==> src/rtl/ssd1306_spi_decoder.sv <==
// SSD1306 controller model: mode-0 SPI byte receiver plus command parser.
// Publishes decoded display state and a GDDRAM write port for loopback checking.
module ssd1306_spi_decoder (
  input  logic       clk_50M,
  input  logic       rst_n,
  input  logic       oled_sclk,
  input  logic       oled_sdin,
  input  logic       ss,
  input  logic       oled_dc,
  input  logic       oled_res,
  output logic       rx_valid,
  output logic [7:0] rx_byte,
  output logic       rx_is_data,
  output logic       display_on,
  output logic [7:0] contrast,
  output logic [5:0] mux_ratio,
  output logic       charge_pump_en,
  output logic [1:0] mem_mode,
  output logic       inverted,
  output logic       entire_on,
  output logic       gram_we,
  output logic [9:0] gram_addr,
  output logic [7:0] gram_wdata,
  output logic       unknown_cmd
);

  typedef enum logic [1:0] {StIdle, StArg1, StArg2} state_e;

  logic [2:0] sclk_q;
  logic [1:0] sdin_q, ss_q, dc_q, res_q;
  logic       sclk_rise_q;
  logic [2:0] bit_cnt_q;
  logic [6:0] shift_q;

  state_e     state_q;
  logic [7:0] opcode_q;
  logic [6:0] col_q;
  logic [2:0] page_q;
  logic       advance_q;

  assign gram_addr = {page_q, col_q};

  always_ff @(posedge clk_50M or negedge rst_n) begin
    if (!rst_n) begin
      sclk_q <= '0;
      sdin_q <= '0;
      ss_q   <= 2'b11;
      dc_q   <= '0;
      res_q  <= 2'b11;
    end else begin
      sclk_q <= {sclk_q[1:0], oled_sclk};
      sdin_q <= {sdin_q[0], oled_sdin};
      ss_q   <= {ss_q[0], ss};
      dc_q   <= {dc_q[0], oled_dc};
      res_q  <= {res_q[0], oled_res};
    end
  end

  always_ff @(posedge clk_50M or negedge rst_n) begin
    if (!rst_n) begin
      sclk_rise_q <= 1'b0;
      bit_cnt_q   <= '0;
      shift_q     <= '0;
      rx_byte     <= '0;
      rx_is_data  <= 1'b0;
      rx_valid    <= 1'b0;
    end else if (!res_q[1]) begin
      sclk_rise_q <= 1'b0;
      bit_cnt_q   <= '0;
      shift_q     <= '0;
      rx_byte     <= '0;
      rx_is_data  <= 1'b0;
      rx_valid    <= 1'b0;
    end else begin
      sclk_rise_q <= sclk_q[1] & ~sclk_q[2];
      rx_valid    <= 1'b0;
      if (ss_q[1]) begin
        bit_cnt_q <= '0;
      end else if (sclk_rise_q) begin
        shift_q   <= {shift_q[5:0], sdin_q[1]};
        bit_cnt_q <= bit_cnt_q + 3'd1;
        if (bit_cnt_q == 3'd7) begin
          rx_byte    <= {shift_q, sdin_q[1]};
          rx_is_data <= dc_q[1];
          rx_valid   <= 1'b1;
        end
      end
    end
  end

  always_ff @(posedge clk_50M or negedge rst_n) begin
    if (!rst_n) begin
      state_q        <= StIdle;
      opcode_q       <= '0;
      col_q          <= '0;
      page_q         <= '0;
      advance_q      <= 1'b0;
      display_on     <= 1'b0;
      contrast       <= 8'h7F;
      mux_ratio      <= 6'd63;
      charge_pump_en <= 1'b0;
      mem_mode       <= 2'd2;
      inverted       <= 1'b0;
      entire_on      <= 1'b0;
      gram_we        <= 1'b0;
      gram_wdata     <= '0;
      unknown_cmd    <= 1'b0;
    end else if (!res_q[1]) begin
      state_q        <= StIdle;
      opcode_q       <= '0;
      col_q          <= '0;
      page_q         <= '0;
      advance_q      <= 1'b0;
      display_on     <= 1'b0;
      contrast       <= 8'h7F;
      mux_ratio      <= 6'd63;
      charge_pump_en <= 1'b0;
      mem_mode       <= 2'd2;
      inverted       <= 1'b0;
      entire_on      <= 1'b0;
      gram_we        <= 1'b0;
      gram_wdata     <= '0;
      unknown_cmd    <= 1'b0;
    end else begin
      gram_we     <= 1'b0;
      unknown_cmd <= 1'b0;
      advance_q   <= 1'b0;
      // Pointer moves one cycle after the write so gram_addr is stable under gram_we.
      if (advance_q) begin
        unique case (mem_mode)
          2'd0: begin
            col_q <= col_q + 7'd1;
            if (col_q == 7'd127) page_q <= page_q + 3'd1;
          end
          2'd1: begin
            page_q <= page_q + 3'd1;
            if (page_q == 3'd7) col_q <= col_q + 7'd1;
          end
          default: col_q <= col_q + 7'd1;
        endcase
      end
      if (rx_valid) begin
        unique case (state_q)
          StIdle: begin
            if (rx_is_data) begin
              gram_we    <= 1'b1;
              gram_wdata <= rx_byte;
              advance_q  <= 1'b1;
            end else begin
              casez (rx_byte)
                8'hAE, 8'hAF: display_on <= rx_byte[0];
                8'hA4, 8'hA5: entire_on <= rx_byte[0];
                8'hA6, 8'hA7: inverted <= rx_byte[0];
                8'b0000_????: col_q[3:0] <= rx_byte[3:0];
                8'b0001_0???: col_q[6:4] <= rx_byte[2:0];
                8'b1011_0???: page_q <= rx_byte[2:0];
                8'b01??_????, 8'hC0, 8'hC8, 8'hA0, 8'hA1: ;
                8'h81, 8'hA8, 8'hD3, 8'hD5, 8'hD9, 8'hDA, 8'hDB, 8'h8D, 8'h20, 8'h21,
                8'h22: begin
                  opcode_q <= rx_byte;
                  state_q  <= StArg1;
                end
                default: unknown_cmd <= 1'b1;
              endcase
            end
          end
          StArg1: begin
            unique case (opcode_q)
              8'h81:   contrast <= rx_byte;
              8'hA8:   mux_ratio <= rx_byte[5:0];
              8'h8D:   charge_pump_en <= rx_byte[2];
              8'h20:   mem_mode <= rx_byte[1:0];
              8'h21:   col_q <= rx_byte[6:0];
              8'h22:   page_q <= rx_byte[2:0];
              default: ;
            endcase
            state_q <= (opcode_q == 8'h21 || opcode_q == 8'h22) ? StArg2 : StIdle;
          end
          default: state_q <= StIdle;
        endcase
      end
    end
  end

endmodule
==> config.mk <==
export PLATFORM = sky130hd
export DESIGN_NAME = ssd1306_spi_decoder
export DESIGN_NICKNAME = d
export VERILOG_FILES = /design/src/rtl/ssd1306_spi_decoder.sv
export SDC_FILE = /design/constraint.sdc
export NUM_CORES = 1
export LEC_CHECK = 0
export BUFFER_PORTS_ARGS = -buffer_cell sky130_fd_sc_hd__buf_2
export CAP_MARGIN = 20
export CELL_PAD_IN_SITES_DETAIL_PLACEMENT = 0
export CELL_PAD_IN_SITES_GLOBAL_PLACEMENT = 1
export CORE_UTILIZATION = 44
export DETAILED_ROUTE_END_ITERATION = 10
export HOLD_SLACK_MARGIN = 0.12
export PLACE_DENSITY = 0.9
export SLEW_MARGIN = 0
export SYNTH_ARGS = -nofsm -noshare
export SYNTH_HDL_FRONTEND = slang
export SYNTH_SLANG_ARGS = --single-unit
export TNS_END_PERCENT = 30
==> constraint.sdc <==
create_clock -name clk_50M -period 2.5 [get_ports clk_50M]
set_input_delay 0.75 -clock clk_50M [delete_from_list [all_inputs] [get_ports clk_50M]]
set_output_delay 0.75 -clock clk_50M [all_outputs]
set_load 0.05 [all_outputs]
==> impl_results.md <==
- Total track usage: 21.2%
- Post-synthesis sequential element count: 82
- Number of max-slew violations in the final report: 0
- TritonCTS clock tree: yes
- Hold Fails Final Rpt: 0
- Global routing usage on met2: 32.4%
- Max VDD drop: 0.372 mV
- Fraction of final layout cells sized beyond drive strength 1: 25.7%
- Clock latency on the worst-skew pair: 0.36 ns
- Cell area after synthesis: 3820 um2
- Max stage delay on crit path: 0.71 ns
- Die height: 95.2 um
- Post-route antenna net violation count: 0
- ANT cells: 0
- Element type at the critical path end: output pin
- Total setup buffers inserted after CTS: 0
- WL final: 8920 um
- Total Die Area: 9070 um2
- Worst path required time: 1.75 ns
- Maximum clock path buffer count: 2
- Vias per inst: 5.58
- Hold/Removal Path Class: input pin to async pin
- Cell count after placement: 521
- Top-count cell post-synth: sky130_fd_sc_hd__dfrtp_1
- Yosys warning count: 0
- Power per standard cell area: 550 nW/um2
- Hold_buf cts: 0
- Arrival time reported for the critical path endpoint: 1.44 ns
- Final GP Congestion: 0.835
- Number of rows created at floorplan: 33
- Syn-to-layout area delta: 16.0%
- Final critical-path required period: 2.19 ns
- Post-Synthesis Mean Instance Area: 10.2 um2
- Length of the first detailed-routing pass in iterations: 5
- Num ports: 57
- Peak Freq: 0.456 GHz
- Final Skew: 0.0128 ns
- Seq. cell area: 2070 um2
- Initial DRC Count: 255
- Unrepaired setup endpoints after global routing: false
- Number of nets in the layout: 439
- Combined buffer and inverter count along the critical path: 1
- Post-detailed-route DRC marker count: 0
- Number of fill cells: 750
- CP max stage cell: sky130_fd_sc_hd__dfrtp_1
- Top cell type's share of synthesized area: 41.9%
- Power consumption: 2.44 mW
- Library cell occupying the most area in the post-synthesis netlist: sky130_fd_sc_hd__dfrtp_1
- Chip width: 95.2 um
- Routed via count: 2995
- Share of flip-flops with an asynchronous set or reset after synthesis: 100%
- Clock edge transition at the registers on the reported setup and hold paths: 0.09 ns
- Slew at the pin closest to its max-slew limit: 0.586 ns
- Wire length of the first global-routing pass: 14400 um
- Met3 Track Usage GR: 4.55%
- Total of endpoints with negative setup slack in the final report: 0
- Standard cell core area: 8300 um2
- Clock Sinks: 82
- Total gr overflow: 0
- Family with the most delay on the worst path: flip-flops
- CP Launch Point: rx_byte[3]
- Busiest layer in global routing: met2
- Ordered cell list for the critical path: buf_2
- Clock buffer count from CTS: 9
- Cell variety after synth: 51
- Leading cell types by total area after synthesis: sky130_fd_sc_hd__dfrtp_1, sky130_fd_sc_hd__dfstp_2, sky130_fd_sc_hd__mux2i_1, sky130_fd_sc_hd__nand2_1, sky130_fd_sc_hd__nand3_1
- Initial Util: 46.1%
- Non-filler cells, final: 537
- Routed wire per std cell: 16.6 um
- Sum of negative setup slack: 0 ns
- Max-cap violation count: 0
- Status: complete, no violations
- CTS H-tree lvls: 3
- Via count of the first global-routing pass: 2815
- Cell count after synthesis: 375
- Root buf cell: sky130_fd_sc_hd__clkbuf_8
- Area of the multi-input gates: 1620 um2
- Post-DP HPWL: 6030 um
- IO buf count: 56
- Pin count of the biggest net entering global routing: 59
- Reported leakage power: 2.07 nW
- Proportion of synthesized chip area in sequential cells: 54.2%
- Final worst path period share: 87.7%
- Commonest cells post-synth: sky130_fd_sc_hd__dfrtp_1, sky130_fd_sc_hd__nand2_1, sky130_fd_sc_hd__nor2_1
- Number of enable-type register cells in the synthesized netlist: 0
- Nature of the critical path startpoint: flop
- Synthesized netlist net count: 387
- Met1 global-route usage: 29.7%
- Number of antenna violations at the first check in global routing: 0
- Leading register cell type out of synthesis: sky130_fd_sc_hd__dfrtp_1
- CTS resizes: 0
- Startpoint-to-endpoint class of the critical path: flop to output pin
- Startpoint of the worst register-to-register path: page_q[0]
- Slew margin rel.: 60.4%
- Largest fanout on the critical path: 18
-- cells by family (layout without fill, tap and decap cells) --
family | Yosys count | in the layout | share of synthesized area, %
xor gates and xnor gates | 9 | 9 | 2.06
muxes | 26 | 26 | 6.87
DFF | 82 | 82 | 54.2
buffers and inverters | 29 | 86 | 3.37
AOI/OAI and AO/OA | 64 | 64 | 10.4
adders and majority gates | 6 | 6 | 1.90
and+or+nand+nor | 159 | 159 | 21.1
-- cells in the final DEF, fill, tap and decap left out, types with 4 or more instances in the layout --
cell type,instances
sky130_fd_sc_hd__a21oi_1,27
sky130_fd_sc_hd__and3_1,7
sky130_fd_sc_hd__buf_2,55
sky130_fd_sc_hd__buf_4,10
sky130_fd_sc_hd__clkbuf_8,11
sky130_fd_sc_hd__dfrtp_1,64
sky130_fd_sc_hd__dfstp_2,18
sky130_fd_sc_hd__ha_1,5
sky130_fd_sc_hd__inv_1,4
sky130_fd_sc_hd__mux2i_1,24
sky130_fd_sc_hd__nand2_1,53
sky130_fd_sc_hd__nand3_1,29
sky130_fd_sc_hd__nand4_1,5
sky130_fd_sc_hd__nor2_1,33
sky130_fd_sc_hd__nor2b_1,7
sky130_fd_sc_hd__o211ai_1,5
sky130_fd_sc_hd__o21ai_0,11
sky130_fd_sc_hd__xnor2_1,5
sky130_fd_sc_hd__xor2_1,4
-- area by class of cell --
| class | instances | share of cell area (%) |
|---|---|---|
| Sequential cell | 82 | 46.7 |
| Clock buffer | 13 | 4.54 |
| Clock inverter | 3 | 0.536 |
| Timing Repair Buffer | 66 | 8.35 |
| Multi-Input combinational cell | 264 | 36.5 |
| Inverter | 4 | 0.338 |
| Tap cell | 105 | 2.96 |
-- stage by stage --
stage          setup slack, ns  hold WS [ns]  utilization, %  instance area (um2)
4_1_cts                  0.297         0.282            53.5                 4440
2_1_floorplan            0.235         0.331               -                 3820
3_3_place_gp             0.543         0.334            50.8                 4210
5_1_grt                  0.218         0.291            53.5                 4440
3_5_place_dp             0.428         0.335            50.8                 4210
6_report                 0.308         0.282            53.5                 4440
-- routing by layer --
| metal | share of wire, % | vias to the layer above |
|---|---|---|
| met5 | 0 | - |
| met3 | 5.1 | 14 |
| li1 | - | 1433 |
| met4 | 1.6 | 0 |
| met2 | 48 | 84 |
| met1 | 45 | 1464 |
-- sequential cells by signal, indices dropped and copies added, names as in the netlist, 2 cells and up --
name and flops:
dc_q 2, ss_q 2, state_q 2, mux_ratio 6, contrast 8, gram_wdata 8, page_q 3, sclk_q 3
mem_mode 2, res_q 2, shift_q 7, bit_cnt_q 3, rx_byte 8, opcode_q 8, col_q 7, sdin_q 2
-- final timing paths --
path                                       to  cells after the start  slack, ns
worst min-delay path            gram_wdata[5]                      1       0.28
worst max-delay path               rx_byte[3]                      1       0.31
worst min register to register        dc_q[1]                      0       0.35
min in group clk_50M                  dc_q[1]                      0       0.35
max in group asynchronous         mem_mode[1]                      2       1.56
worst max register to register       col_q[5]                      7       0.43
-- power breakdown --
part	internal (mW)	switching (mW)	leakage (nW)
sequential	1.34	0.00502	1.07
clock	0.543	0.492	0.117
combinational	0.0141	0.0484	0.886
total	1.90	0.545	2.07
No activity file was read; power rests on OpenSTA's default activity.
